**src/rtl/atm_ctrl_param.sv**
```systemverilog
// atm_ctrl_param: parametrised ATM session controller with PIN attempt lock-out,
// inactivity timeout and overflow-checked deposit/withdraw against an internal balance.
module atm_ctrl_param #(
  parameter int PIN_DIGITS = 4,
  parameter int MAX_ATTEMPTS = 3,
  parameter int BAL_W = 64,
  parameter logic [BAL_W-1:0] INIT_BALANCE = '0,
  parameter int TIMEOUT_CYC = 64
) (
  input  logic                    Clk,
  input  logic                    Reset,
  input  logic                    TARJETA_RECIBIDA,
  input  logic [4*PIN_DIGITS-1:0] PIN,
  input  logic [3:0]              DIGITO,
  input  logic                    DIGITO_STB,
  input  logic                    TIPO_TRANS,
  input  logic                    TIPO_STB,
  input  logic [31:0]             MONTO,
  input  logic                    MONTO_STB,
  output logic                    BALANCE_ACTUALIZADO,
  output logic                    ENTREGAR_DINERO,
  output logic                    FONDOS_INSUFICIENTES,
  output logic                    DEPOSITO_RECHAZADO,
  output logic                    PIN_INCORRECTO,
  output logic                    ADVERTENCIA,
  output logic                    Bloqueo,
  output logic                    TIEMPO_AGOTADO,
  output logic [BAL_W-1:0]        BALANCE
);
  localparam int PW = 4 * PIN_DIGITS;
  localparam int EW = ((BAL_W > 32) ? BAL_W : 32) + 1;
  localparam logic [3:0] LAST_DIG = 4'(PIN_DIGITS - 1);
  localparam logic [3:0] MAX_A = 4'(MAX_ATTEMPTS);
  localparam logic [31:0] T_LIM = 32'(TIMEOUT_CYC - 1);
  typedef enum logic [2:0] {IDLE, PIN_ENTRY, WAIT_TYPE, WAIT_MONTO, DONE, BLOCKED} state_t;
  state_t state;
  logic [PW-1:0] entry, pin_next;
  logic [3:0] ndig, attempts, att_next;
  logic [31:0] timer;
  logic tipo, dig_p, tipo_p, monto_p, dig_e, tipo_e, monto_e, active, tmo_hit, ovf;
  logic [EW-1:0] bal_x, amt_x, sum_x;
  assign dig_e = DIGITO_STB & ~dig_p;
  assign tipo_e = TIPO_STB & ~tipo_p;
  assign monto_e = MONTO_STB & ~monto_p;
  assign pin_next = PW'({entry, DIGITO});
  assign att_next = attempts + 4'd1;
  assign active = (state == PIN_ENTRY) || (state == WAIT_TYPE) || (state == WAIT_MONTO);
  assign tmo_hit = (TIMEOUT_CYC != 0) && (timer == T_LIM);
  // Balance and amount widened past both widths so the carry out of BAL_W is visible
  assign bal_x = EW'(BALANCE);
  assign amt_x = EW'(MONTO);
  assign sum_x = bal_x + amt_x;
  assign ovf = |(sum_x >> BAL_W);
  always_ff @(posedge Clk or negedge Reset) begin
    if (!Reset) begin
      state <= IDLE;
      BALANCE <= INIT_BALANCE;
      entry <= '0;
      ndig <= '0;
      attempts <= '0;
      timer <= '0;
      tipo <= 1'b0;
      dig_p <= 1'b0;
      tipo_p <= 1'b0;
      monto_p <= 1'b0;
      BALANCE_ACTUALIZADO <= 1'b0;
      ENTREGAR_DINERO <= 1'b0;
      FONDOS_INSUFICIENTES <= 1'b0;
      DEPOSITO_RECHAZADO <= 1'b0;
      PIN_INCORRECTO <= 1'b0;
      ADVERTENCIA <= 1'b0;
      Bloqueo <= 1'b0;
      TIEMPO_AGOTADO <= 1'b0;
    end else begin
      dig_p <= DIGITO_STB;
      tipo_p <= TIPO_STB;
      monto_p <= MONTO_STB;
      BALANCE_ACTUALIZADO <= 1'b0;
      ENTREGAR_DINERO <= 1'b0;
      FONDOS_INSUFICIENTES <= 1'b0;
      DEPOSITO_RECHAZADO <= 1'b0;
      PIN_INCORRECTO <= 1'b0;
      TIEMPO_AGOTADO <= 1'b0;
      timer <= active ? timer + 32'd1 : '0;
      if (active && !TARJETA_RECIBIDA) begin
        state <= IDLE;
      end else if (state == IDLE && TARJETA_RECIBIDA) begin
        state <= PIN_ENTRY;
        ndig <= '0;
        entry <= '0;
        timer <= '0;
      end else if (state == PIN_ENTRY && dig_e) begin
        timer <= '0;
        if (ndig != LAST_DIG) begin
          entry <= pin_next;
          ndig <= ndig + 4'd1;
        end else begin
          ndig <= '0;
          entry <= '0;
          if (pin_next == PIN) begin
            state <= WAIT_TYPE;
            attempts <= '0;
            ADVERTENCIA <= 1'b0;
          end else begin
            PIN_INCORRECTO <= 1'b1;
            attempts <= att_next;
            if (att_next == MAX_A) begin
              state <= BLOCKED;
              Bloqueo <= 1'b1;
              ADVERTENCIA <= 1'b0;
            end else if (att_next == MAX_A - 4'd1) begin
              ADVERTENCIA <= 1'b1;
            end
          end
        end
      end else if (state == WAIT_TYPE && tipo_e) begin
        tipo <= TIPO_TRANS;
        state <= WAIT_MONTO;
        timer <= '0;
      end else if (state == WAIT_MONTO && monto_e) begin
        state <= DONE;
        timer <= '0;
        if (!tipo) begin
          if (ovf) DEPOSITO_RECHAZADO <= 1'b1;
          else begin
            BALANCE <= sum_x[BAL_W-1:0];
            BALANCE_ACTUALIZADO <= 1'b1;
          end
        end else if (amt_x > bal_x) begin
          FONDOS_INSUFICIENTES <= 1'b1;
        end else begin
          BALANCE <= BAL_W'(bal_x - amt_x);
          BALANCE_ACTUALIZADO <= 1'b1;
          ENTREGAR_DINERO <= 1'b1;
        end
      end else if (active && tmo_hit) begin
        TIEMPO_AGOTADO <= 1'b1;
        state <= DONE;
        timer <= '0;
      end else if (state == DONE && !TARJETA_RECIBIDA) begin
        state <= IDLE;
      end
    end
  end
endmodule

```
**config.mk**
```make
export PLATFORM = sky130hd
export DESIGN_NAME = atm_ctrl_param
export DESIGN_NICKNAME = d
export VERILOG_FILES = /design/src/rtl/atm_ctrl_param.sv
export SDC_FILE = /design/constraint.sdc
export NUM_CORES = 1
export LEC_CHECK = 0
export BUFFER_PORTS_ARGS = -buffer_cell sky130_fd_sc_hd__buf_2
export CORE_AREA = 3 3 139 141
export DETAILED_ROUTE_END_ITERATION = 12
export DIE_AREA = 0 0 142 144
export MAX_ROUTING_LAYER = met4
export PLACE_DENSITY_LB_ADDON = 0.25
export SLEW_MARGIN = 10
export SYNTH_ARGS = -nofsm -noshare
export SYNTH_HDL_FRONTEND = slang
export SYNTH_SLANG_ARGS = --single-unit
```
**constraint.sdc**
```tcl
create_clock -name Clk -period 3.5 [get_ports Clk]
set_input_delay 0.175 -clock Clk [delete_from_list [all_inputs] [get_ports Clk]]
set_output_delay 0.175 -clock Clk [all_outputs]
set_load 0.02 [all_outputs]
```
==> results of run 1 <==
==> through the flow <==
step	power (mW)	TNS (ns)	utilization, %	setup slack [ns]	hold slack (ns)
2_1_floorplan	1.907	0	-	0.3365	-0.1206
3_3_place_gp	2.082	0	66.92	0.02947	0.2667
3_5_place_dp	2.097	0	66.92	0.03043	0.2744
4_1_cts	3.932	0	70.63	0.01076	0.01648
5_1_grt	4.070	-0.003105	71.06	-0.003105	0.03263
6_report	3.928	0	71.06	0.1608	0.02503
==> Yosys cell counts (5+ instances only) <==
| cell type | count | area (sq um) |
|---|---|---|
| dfrtp_1 | 131 | 3278 |
| nand2_1 | 122 | 457.9 |
| nor2_1 | 115 | 431.7 |
| o21ai_0 | 94 | 470.5 |
| a21oi_1 | 81 | 405.4 |
| inv_1 | 74 | 277.8 |
| ha_1 | 69 | 863.3 |
| xnor2_1 | 64 | 560.5 |
| nand3_1 | 57 | 285.3 |
| nor3_1 | 51 | 255.2 |
| clkbuf_1 | 46 | 172.7 |
| xor2_1 | 44 | 385.4 |
| nand4_1 | 36 | 225.2 |
| nor4_1 | 33 | 206.5 |
| nor2b_1 | 21 | 131.4 |
| o31ai_1 | 21 | 157.7 |
| or3_1 | 21 | 131.4 |
| o21ai_1 | 16 | 80.08 |
| a22o_1 | 15 | 131.4 |
| a21o_1 | 14 | 105.1 |
| and3_1 | 14 | 87.58 |
| o21bai_1 | 13 | 97.59 |
| a211oi_1 | 12 | 90.09 |
| a31oi_1 | 11 | 68.82 |
| buf_2 | 10 | 50.05 |
| o211ai_1 | 10 | 75.07 |
| o21a_1 | 10 | 75.07 |
| nand2b_1 | 9 | 56.30 |
| or2_2 | 9 | 56.30 |
| or4_1 | 8 | 60.06 |
| buf_1 | 7 | 26.28 |
| a211o_1 | 6 | 52.55 |
| a221o_1 | 5 | 50.05 |
| and2_1 | 5 | 31.28 |
| and4_1 | 5 | 43.79 |
| buf_4 | 5 | 37.54 |
| mux2i_1 | 5 | 50.05 |
| nor3b_1 | 5 | 37.54 |
| o211a_1 | 5 | 50.05 |
| o311ai_0 | 5 | 43.79 |
==> per-layer routing <==
layer / up-vias / track usage (%) / wire, um / part of all wire (%)
met2: 682 / 55.23 / 16200 / 46
met1: 5330 / 48.43 / 14990 / 42
met5: - / - / 0 / 0
met4: 0 / 10.91 / 1042 / 2.9
met3: 83 / 5.787 / 3295 / 9.3
li1: 5244 / - / - / -
==> cell type report <==
class / instances / area (sq um)
inverters: 77 / 291.5
clock buffers: 17 / 425.4
flip-flops and latches: 131 / 3279
well taps: 229 / 286.5
clock inverters: 15 / 167.7
repair buffers: 227 / 1435
multi-input cells: 1074 / 6967
fillers: 1493 / 5234
==> sequential cells by signal (all words and copies together), names as in the netlist <==
name,count
ADVERTENCIA,1
ENTREGAR_DINERO,1
tipo,1
PIN_INCORRECTO,1
FONDOS_INSUFICIENTES,1
Bloqueo,1
TIEMPO_AGOTADO,1
ndig,4
entry,12
DEPOSITO_RECHAZADO,1
BALANCE_ACTUALIZADO,1
BALANCE,64
dig_p,1
tipo_p,1
timer,32
monto_p,1
state,3
attempts,4
==> how the worst max path moves through the flow <==
stage / start / endpoint / slack (ns) / depth (start not counted)
floorplan: BALANCE[21] / BALANCE[62] / 0.34 / 12
global placement: BALANCE[23] / BALANCE[47] / 0.03 / 10
detailed placement: BALANCE[20] / BALANCE[62] / 0.03 / 11
CTS: BALANCE[26] / BALANCE[47] / 0.01 / 10
global route: BALANCE[0] / BALANCE[34] / -0.003 / 13
finish: BALANCE[4] / BALANCE[59] / 0.16 / 10
==> power by group <==
group	internal [mW]	leakage, nW	total, mW	switching, mW
sequential	1.55	1.80	1.59	0.0385
combinational	0.174	4.07	0.500	0.326
clock	1.02	0.291	1.84	0.825
==> logic make-up after synthesis <==
logic type / synth area share, %
and+or+nand+nor: 24.25
AOI/OAI and AO/OA: 21.89
buffers and inverters: 5.744
DFF: 30.34
xor gates and xnor gates: 8.754
adders and majority gates: 8.360
muxes: 0.6716
==> worst reg2reg max path, delay by kind of cell, from the launching register on <==
kind	cells	cell delay (ns)
AND/OR/NAND/NOR	1	0.17
AO/OA/AOI/OAI	7	1.99
XOR/XNOR	1	0.14
flip-flops	1	0.43
adder cells (fa/ha/maj)	1	0.48
==> what timing repair did <==
item / in CTS / in global routing
hold buffers: 7 / 0
buffers inserted: 1 / 1
hold endpoints to repair: 87 / 0
gates resized for setup: 0 / 17
pin swaps: 0 / 4
endpoints found under the setup margin: 1 / 49
==> metrics, run 1 <==
starting density of the core=59.74%; Die Height=144 um; startpoint of the tightest hold check path=DIGITO[1]; clock root cell=clkbuf_16; routed vias=11340; placed cell count=1729; antenna violations before repair=0; PD cells=305.6 mW/mm^2; capturing point of the worst reg2reg path=BALANCE[59]; outcome=complete, no violations; Overall Global Routing Usage=35.67%; core area=0.01809 sq mm; number of distinct standard cells referenced by the synthesized netlist=76; fraction of the yosys area taken by sequential cells=30.34%; count of synthesis-stage warnings from yosys=0; Hold Crit Depth=2; CTS clk-pin slew, worst paths=0.06 ns; fraction of registers with async set or reset after synthesis=100.0%; upper clock frequency limit=0.2995 GHz; kind of end point of the critical path=flip-flop; layout overhead on the synthesized area=18.94%; total count of max-transition violations in the final report=0; number of primary I/O pins=131; area of the die=0.02045 sq mm; clk sink count=131; total number of placement rows=49; leading register cell type out of synthesis=dfrtp_1; buffers from clock root to sink, at most=2; final worst-path cycle share=95.41%; global-route wire length before repair=56520 um; level count of the clock H-tree=4; register-to-register setup slack=0.16 ns; final weighted congestion in routability-driven placement=around 1.0; crit path DAT=between 3 and 4 ns; cts bufs inserted=17; synthesized area=0.01081 sq mm; Iter 0 DRT Violations=1344; most repeated library cell on the critical path=o211a_1; overflow left after global routing=0; residual DRC count=0; slew at the pin closest to its max-slew limit=1.043 ns; worst endpoint required time=3.80 ns; average cell area after synthesis=7.980 sq um; setup violators final=0; most frequent cells in the layout=dfrtp_1, buf_2, nand2_1, nor2_1, o21ai_0; DR vias/cell=6.406; total nets after synthesis=1484; #FFs+latches synth=131; Finished Layout Cells=1770; first drt pass iteration count=6; most common cell after layout, fill and taps aside=dfrtp_1; Worst path slowest cell=o21ai_1; crit-path max cell delay=0.49 ns; largest net degree at the start of global routing=84; post-detailed-route count of antenna-violating nets=0; Worst Hold Class=input pin to flip-flop; Worst Setup Path Type=flip-flop to flip-flop; largest driver fanout on the critical path=9; Clock Skews=0.01231 ns; crit path cell chain=ha_1 -> o211a_1 -> o31ai_1 -> a211oi_1 -> o21ai_0 -> o21ai_1 -> nor2_1 -> a21o_1 -> o211a_1 -> xor2_1; Hold Crit Endpoint=entry[1]; Final Routed Wirelength=35530 um; count of buffering cells on the critical path with inverters included=0; hold violation count in the final report=0; Cells after Synth=1354; IO Port Bufs=130; Pleak=6.168 nW; via count of the first global-routing pass=10680; final cell area excluding filler cells=~0.013 sq mm; number of flops mapped to enable cells by yosys=0; ratio of cells with drive above 1 in the final layout=18.95%; critical path launch point type=flip-flop; cell area reported after detailed placement=0.01210 sq mm; max-cap check violation count=0; cell family contributing the most delay on the critical path=compound AO/OA/AOI/OAI gates; clock insertion delay at the later pin of the skew report=0.44 ns; Peak VDD IR=0.3225 mV; diode count=0; Die X-Extent=142 um; clock tree from TritonCTS=yes; cells on worst reg2reg path=10; average detailed-routed wire length per instance=20.07 um; placed wire-length estimate=around 27000 um; shortest clock period the worst path allows after layout=3.339 ns; Layout Nets=~1700; worst relative slew slack=29.84%; RR Startpoint=BALANCE[4]
(Power assumes the default switching activity.)
==> inputs of run 2 (changes only) <==
clock period = 3.24 ns   (was 3.5 ns; I/O delays follow)
==> run 2 against run 1 <==
Clock-buffer cell count stayed put. Cell area increased by 6.1%. Via count increased by 4.2%. Sequential power increased by 8%. Critical endpoint unchanged. Largest cell class unchanged.
==> metrics, run 2 (synthesized netlist as in run 1, its figures left out) <==
core area=0.01809 sq mm; diode count=0; Worst Hold Class=input pin to flip-flop; clock tree from TritonCTS=yes; max-cap check violation count=0; Finished Layout Cells=1850; RR Startpoint=BALANCE[56]; hold violation count in the final report=0; Largest register FFs=64; Hold Crit Endpoint=tipo; worst hold slack after final layout=0.01713 ns; kind of end point of the critical path=flip-flop; CTS clk-pin slew, worst paths=around 0.06 ns; register bank with the most flops=BALANCE; clock insertion delay at the later pin of the skew report=0.43 ns; WP depth=11; Layout Nets=1738; ratio of cells with drive above 1 in the final layout=24.55%; crit path cell chain=or3_4 -> or2_4 -> nor4_2 -> nand2b_1 -> or4_4 -> o31a_1 -> nand3_2 -> inv_2 -> buf_12 -> o211a_1 -> xor2_1; met2 wire len=17030 um; global-route wire length before repair=about 59000 um; worst relative slew slack=27.93%; PD cells=312.7 mW/mm^2; final weighted congestion in routability-driven placement=a little over 1; via count of the first global-routing pass=11300; total number of placement rows=49; startpoint of the tightest hold check path=TIPO_TRANS; Setup WS post-layout=0.006769 ns; total count of max-transition violations in the final report=0; Final Routed Wirelength=37370 um; register-to-register setup slack=0.007 ns; level count of the clock H-tree=4; Iter 0 DRT Violations=about 1300; capturing point of the worst reg2reg path=BALANCE[59]; Worst Setup Path Type=flip-flop to flip-flop; clock root cell=clkbuf_16; met3 routed WL=about 3500 um; antenna violations before repair=0; minimum setup slack after placement=-0.08120 ns; Die X-Extent=roughly 140 um; post-detailed-route count of antenna-violating nets=0; placed cell count=1803; crit-path max cell delay=0.55 ns; placed wire-length estimate=28470 um; most common cell after layout, fill and taps aside=buf_4; upper clock frequency limit=0.3093 GHz; outcome=complete, no violations; shortest clock period the worst path allows after layout=between 3 and 4 ns; count of buffering cells on the critical path with inverters included=2; Die Height=144 um; critical path launch point type=flip-flop; cell family contributing the most delay on the critical path=simple AND/OR/NAND/NOR gates; largest net degree at the start of global routing=just over 80; average detailed-routed wire length per instance=20.20 um; M1 WL=about 15000 um; PnR Total Power=about 4.3 mW; Pleak=between 6 and 7 nW; Filler Cell Count=1346; routed vias=11820; largest driver fanout on the critical path=15; starting density of the core=~60%; Overall Global Routing Usage=a little under two fifths; setup violators final=0; top flop regs=BALANCE x64, timer x32, entry x12; cts bufs inserted=17; setup repair after global routing missed its margin=true; Hold Crit Depth=2; layout overhead on the synthesized area=26.19%; slew at the pin closest to its max-slew limit=1.081 ns; area of the die=0.02045 sq mm; cells on worst reg2reg path=11; first drt pass iteration count=6; clk sink count=about 130; number of primary I/O pins=roughly 130; Worst path slowest cell=or4_4; crit path DAT=3.54 ns; buffers from clock root to sink, at most=2; final worst-path cycle share=between 90% and 100%; most frequent cells in the layout=buf_4, dfrtp_1, buf_2, nand2_1, nor2_1; Clock Skews=0.01757 ns; residual DRC count=0; overflow left after global routing=0; DR vias/cell=6.389; top routing layer used=met4; Peak VDD IR=0.4290 mV; IO Port Bufs=130; worst endpoint required time=~3.5 ns
-- run 2: changes by cell type in the layout (fill, tap and decap cells not counted), sizes merged --
cell / previous run / this run
clkinv: 6 / 4
buf: 220 / 300
inv: 84 / 86
-- run 2: report_power, final --
group	switching (mW)	leakage [nW]	internal (mW)	total (mW)
combinational	0.371	4.52	0.204	0.575
sequential	0.0421	1.80	1.67	1.71
clock	0.878	0.289	1.10	1.97
-- run 2: layout make-up --
class                   instances  area, sq um  area share [%]
clock inverters                15        160.2           1.175
multi-input cells            1074         7127           52.27
clock buffers                  17        425.4           3.120
repair buffers                307         2068           15.17
well taps                     229        286.5           2.101
inverters                      77        289.0           2.120
flip-flops and latches        131         3279           24.05
-- run 2: worst max-delay path by stage --
| stage | from | end | slack [ns] |
|---|---|---|---|
| final | BALANCE[56] | BALANCE[59] | 0.007 |
| after global routing | BALANCE[20] | BALANCE[59] | -0.06 |
| after CTS | BALANCE[20] | BALANCE[59] | 0.006 |
| after detailed placement | BALANCE[0] | BALANCE[54] | -0.08 |
| after global placement | BALANCE[20] | BALANCE[42] | -0.04 |
| after floorplan | BALANCE[21] | BALANCE[62] | 0.08 |
-- run 2: per-layer routing --
| layer | track usage (%) | vias up |
|---|---|---|
| met4 | 11.97 | 0 |
| met5 | - | - |
| met3 | 7.209 | 124 |
| met1 | 49.84 | 5563 |
| met2 | 56.82 | 719 |
| li1 | - | 5413 |
-- run 2: metrics by stage --
stage	utilization, %	instance area [sq um]	TNS (ns)
2_1_floorplan	-	10810	0
3_3_place_gp	70.13	12680	-0.04376
3_5_place_dp	70.13	12680	-0.3531
4_1_cts	74.00	13380	0
5_1_grt	75.39	13640	-0.3133
6_report	75.39	13640	0
-- run 2: repair_timing --
item / 4_1_cts / 5_1_grt
endpoints found under the setup margin: 37 / 59
endpoints found under the hold margin: 83 / 1
setup buffers: 1 / 7
pin swaps: 3 / 14
gates resized for setup: 11 / 38
hold buffers: 6 / 1
-- run 2: worst register-to-register path, stage by stage (launching register included) --
cell      delay, ns
dfrtp_1        0.37
or3_4          0.42
or2_4          0.28
nor4_2         0.31
nand2b_1       0.16
or4_4          0.55
o31a_1         0.33
nand3_2        0.15
inv_2          0.09
buf_12         0.15
o211a_1        0.14
xor2_1         0.14
==> inputs of run 3 (changes only) <==
--- a/config.mk
+++ b/config.mk
@@ -7,2 +7,3 @@
 export LEC_CHECK = 0
+export ABC_CLOCK_PERIOD_IN_PS = 3240
 export BUFFER_PORTS_ARGS = -buffer_cell sky130_fd_sc_hd__buf_2
--- a/constraint.sdc
+++ b/constraint.sdc
@@ -3,2 +3,2 @@
 set_output_delay 0.162 -clock Clk [all_outputs]
-set_load 0.02 [all_outputs]
+set_load 0.1 [all_outputs]
==> run 3 against run 2 <==
Critical path type unchanged. The flow now finishes with violations (negative setup slack). Worst setup slack worse by 0.029 ns. Global-route usage down 2.3 points. Sequential power about the same.
==> metrics, run 3 (synthesized netlist as in run 1, its figures left out) <==
outcome=complete, but fails checks; violated checks=negative setup slack; Pleak=approximately 6.3 nW; clock tree from TritonCTS=yes; Die X-Extent=around 140 um; total count of max-transition violations in the final report=0; relative contribution of combinational cells to total power=between 10% and 20%; setup violators final=1; Worst Hold Class=input pin to flip-flop; Final Routed Wirelength=35280 um; shortest clock period the worst path allows after layout=3.263 ns; worst endpoint required time=around 3.6 ns; average detailed-routed wire length per instance=19.54 um; setup repair after global routing missed its margin=true; layout overhead on the synthesized area=24.85%; Worst Setup Path Type=flip-flop to flip-flop; global-route wire length before repair=around 56000 um; upper clock frequency limit=0.3065 GHz; final weighted congestion in routability-driven placement=1.028; IO Port Bufs=130; placed cell count=1752; level count of the clock H-tree=4; switching power as a share of total power=27.85%; PD cells=325.4 mW/mm^2; register-to-register setup slack=-0.02 ns; ratio of cells with drive above 1 in the final layout=24.71%; starting density of the core=roughly three fifths; core area=0.01809 sq mm; placed wire-length estimate=25860 um; Clock power frac=48.1%; via count of the first global-routing pass=10840; Overall Global Routing Usage=34.79%; worst setup path end=BALANCE[58]; buffers from clock root to sink, at most=2; Peak VDD IR=approximately 0.38 mV; sequential share of power=39.1%; post-detailed-route count of antenna-violating nets=0; DR vias/cell=6.362; residual DRC count=0; RR Startpoint=BALANCE[21]; number of primary I/O pins=131; first drt pass iteration count=8; top flop regs=BALANCE x64, timer x32, entry x12; Largest register FFs=64; critical path launch point type=flip-flop; hold violation count in the final report=0; overflow left after global routing=0; antenna violations before repair=1; worst relative slew slack=31.16%; Die Height=144 um; crit path DAT=3.57 ns; PnR Total Power=4.390 mW; clk sink count=131; Worst path slowest cell=or4_4; Layout Nets=1692; CTS clk-pin slew, worst paths=0.06 ns; total number of placement rows=49; area of the die=0.02045 sq mm; cell area reported after detailed placement=roughly 0.012 sq mm; launch point of the worst path=BALANCE[21]; final cell area excluding filler cells=0.01349 sq mm; Clock Skews=~0.011 ns; largest driver fanout on the critical path=8; internal power=3.167 mW; clock insertion delay at the later pin of the skew report=roughly 0.43 ns; capturing point of the worst reg2reg path=BALANCE[58]; final worst-path cycle share=100.7%; cts bufs inserted=17; Setup WS post-layout=-0.02264 ns; sum of negative setup slack=-0.02264 ns; routed vias=11490; net switching power=1.223 mW; most common cell after layout, fill and taps aside=buf_2; cells on worst reg2reg path=11; kind of end point of the critical path=flip-flop; crit path cell chain=ha_4 -> or4_4 -> nor4b_4 -> inv_2 -> or3_4 -> nand4_1 -> nand3_2 -> buf_8 -> a2111oi_4 -> o21ai_1 -> xnor2_1; register bank with the most flops=BALANCE; Finished Layout Cells=1806; crit-path max cell delay=0.56 ns; most frequent cells in the layout=buf_2, nand2_1, nor2_1, buf_4, dfrtp_1; clock root cell=clkbuf_16; Iter 0 DRT Violations=roughly 1200; largest net degree at the start of global routing=82; slew at the pin closest to its max-slew limit=1.033 ns; max-cap check violation count=0
==> run 3: layer usage <==
metal	vias up	GRT usage [%]	part of all wire (%)
met1	5441	45.67	41
li1	5316	-	-
met3	96	6.515	9.1
met5	-	-	0
met2	636	54.63	47
met4	0	11.57	3.0
==> run 3: repair_timing <==
item,in CTS,in global routing
setup buffers,2,6
gates cloned,0,3
setup endpoints to repair,40,63
gates resized for setup,7,46
hold buffers,9,0
pin swaps,5,9
hold endpoints to repair,88,0
==> run 3: area by class of cell <==
| type | count | area (sq um) |
|---|---|---|
| clock buffers | 17 | 425.4 |
| well taps | 229 | 286.5 |
| flip-flops and latches | 131 | 3342 |
| inverters | 77 | 294.0 |
| repair buffers | 261 | 1752 |
| diodes | 3 | 7.507 |
| multi-input cells | 1074 | 7183 |
| fillers | 1416 | 4596 |
| clock inverters | 14 | 200.2 |
==> run 3: through the flow <==
| stage | setup slack, ns | util, % | hold slack, ns |
|---|---|---|---|
| 2_1_floorplan | -0.03126 | - | -0.1336 |
| 3_3_place_gp | -0.03857 | 68.41 | 0.2719 |
| 3_5_place_dp | -0.1316 | 68.41 | 0.2780 |
| 4_1_cts | -0.006308 | 72.65 | 0.005047 |
| 5_1_grt | -0.1093 | 74.56 | 0.003787 |
| 6_report | -0.02264 | 74.59 | 0.01187 |
==> run 3: worst min path at each step <==
stage                        endpoint  cells past startpoint  slack, ns      start
after global placement    BALANCE[51]                      1       0.27      Reset
after floorplan           ADVERTENCIA                      0      -0.13      Reset
after CTS                    entry[2]                      2      0.005  DIGITO[2]
final                        entry[2]                      2       0.01  DIGITO[2]
after global routing         entry[2]                      2      0.004  DIGITO[2]
after detailed placement  BALANCE[31]                      1       0.28      Reset
==> run 3: power by group through the flow <==
stage / Sequential (mW) / Clock (mW) / Combinational [mW]
5_1_grt: 1.72 / 2.20 / 0.620
3_5_place_dp: 1.74 / 0 / 0.526
3_3_place_gp: 1.74 / 0 / 0.516
2_1_floorplan: 1.73 / 0 / 0.331
4_1_cts: 1.71 / 2.13 / 0.542
6_report: 1.72 / 2.11 / 0.561
==> run 3: worst max-delay path, delay by kind of cell, from the launching register on <==
family                     cells  cell delay (ns)
DFF                            1             0.50
xor gates and xnor gates       1             0.14
AOI/OAI and AO/OA              2             0.42
buffers and inverters          2             0.26
and+or+nand+nor                5             1.54
adders and majority gates      1             0.26
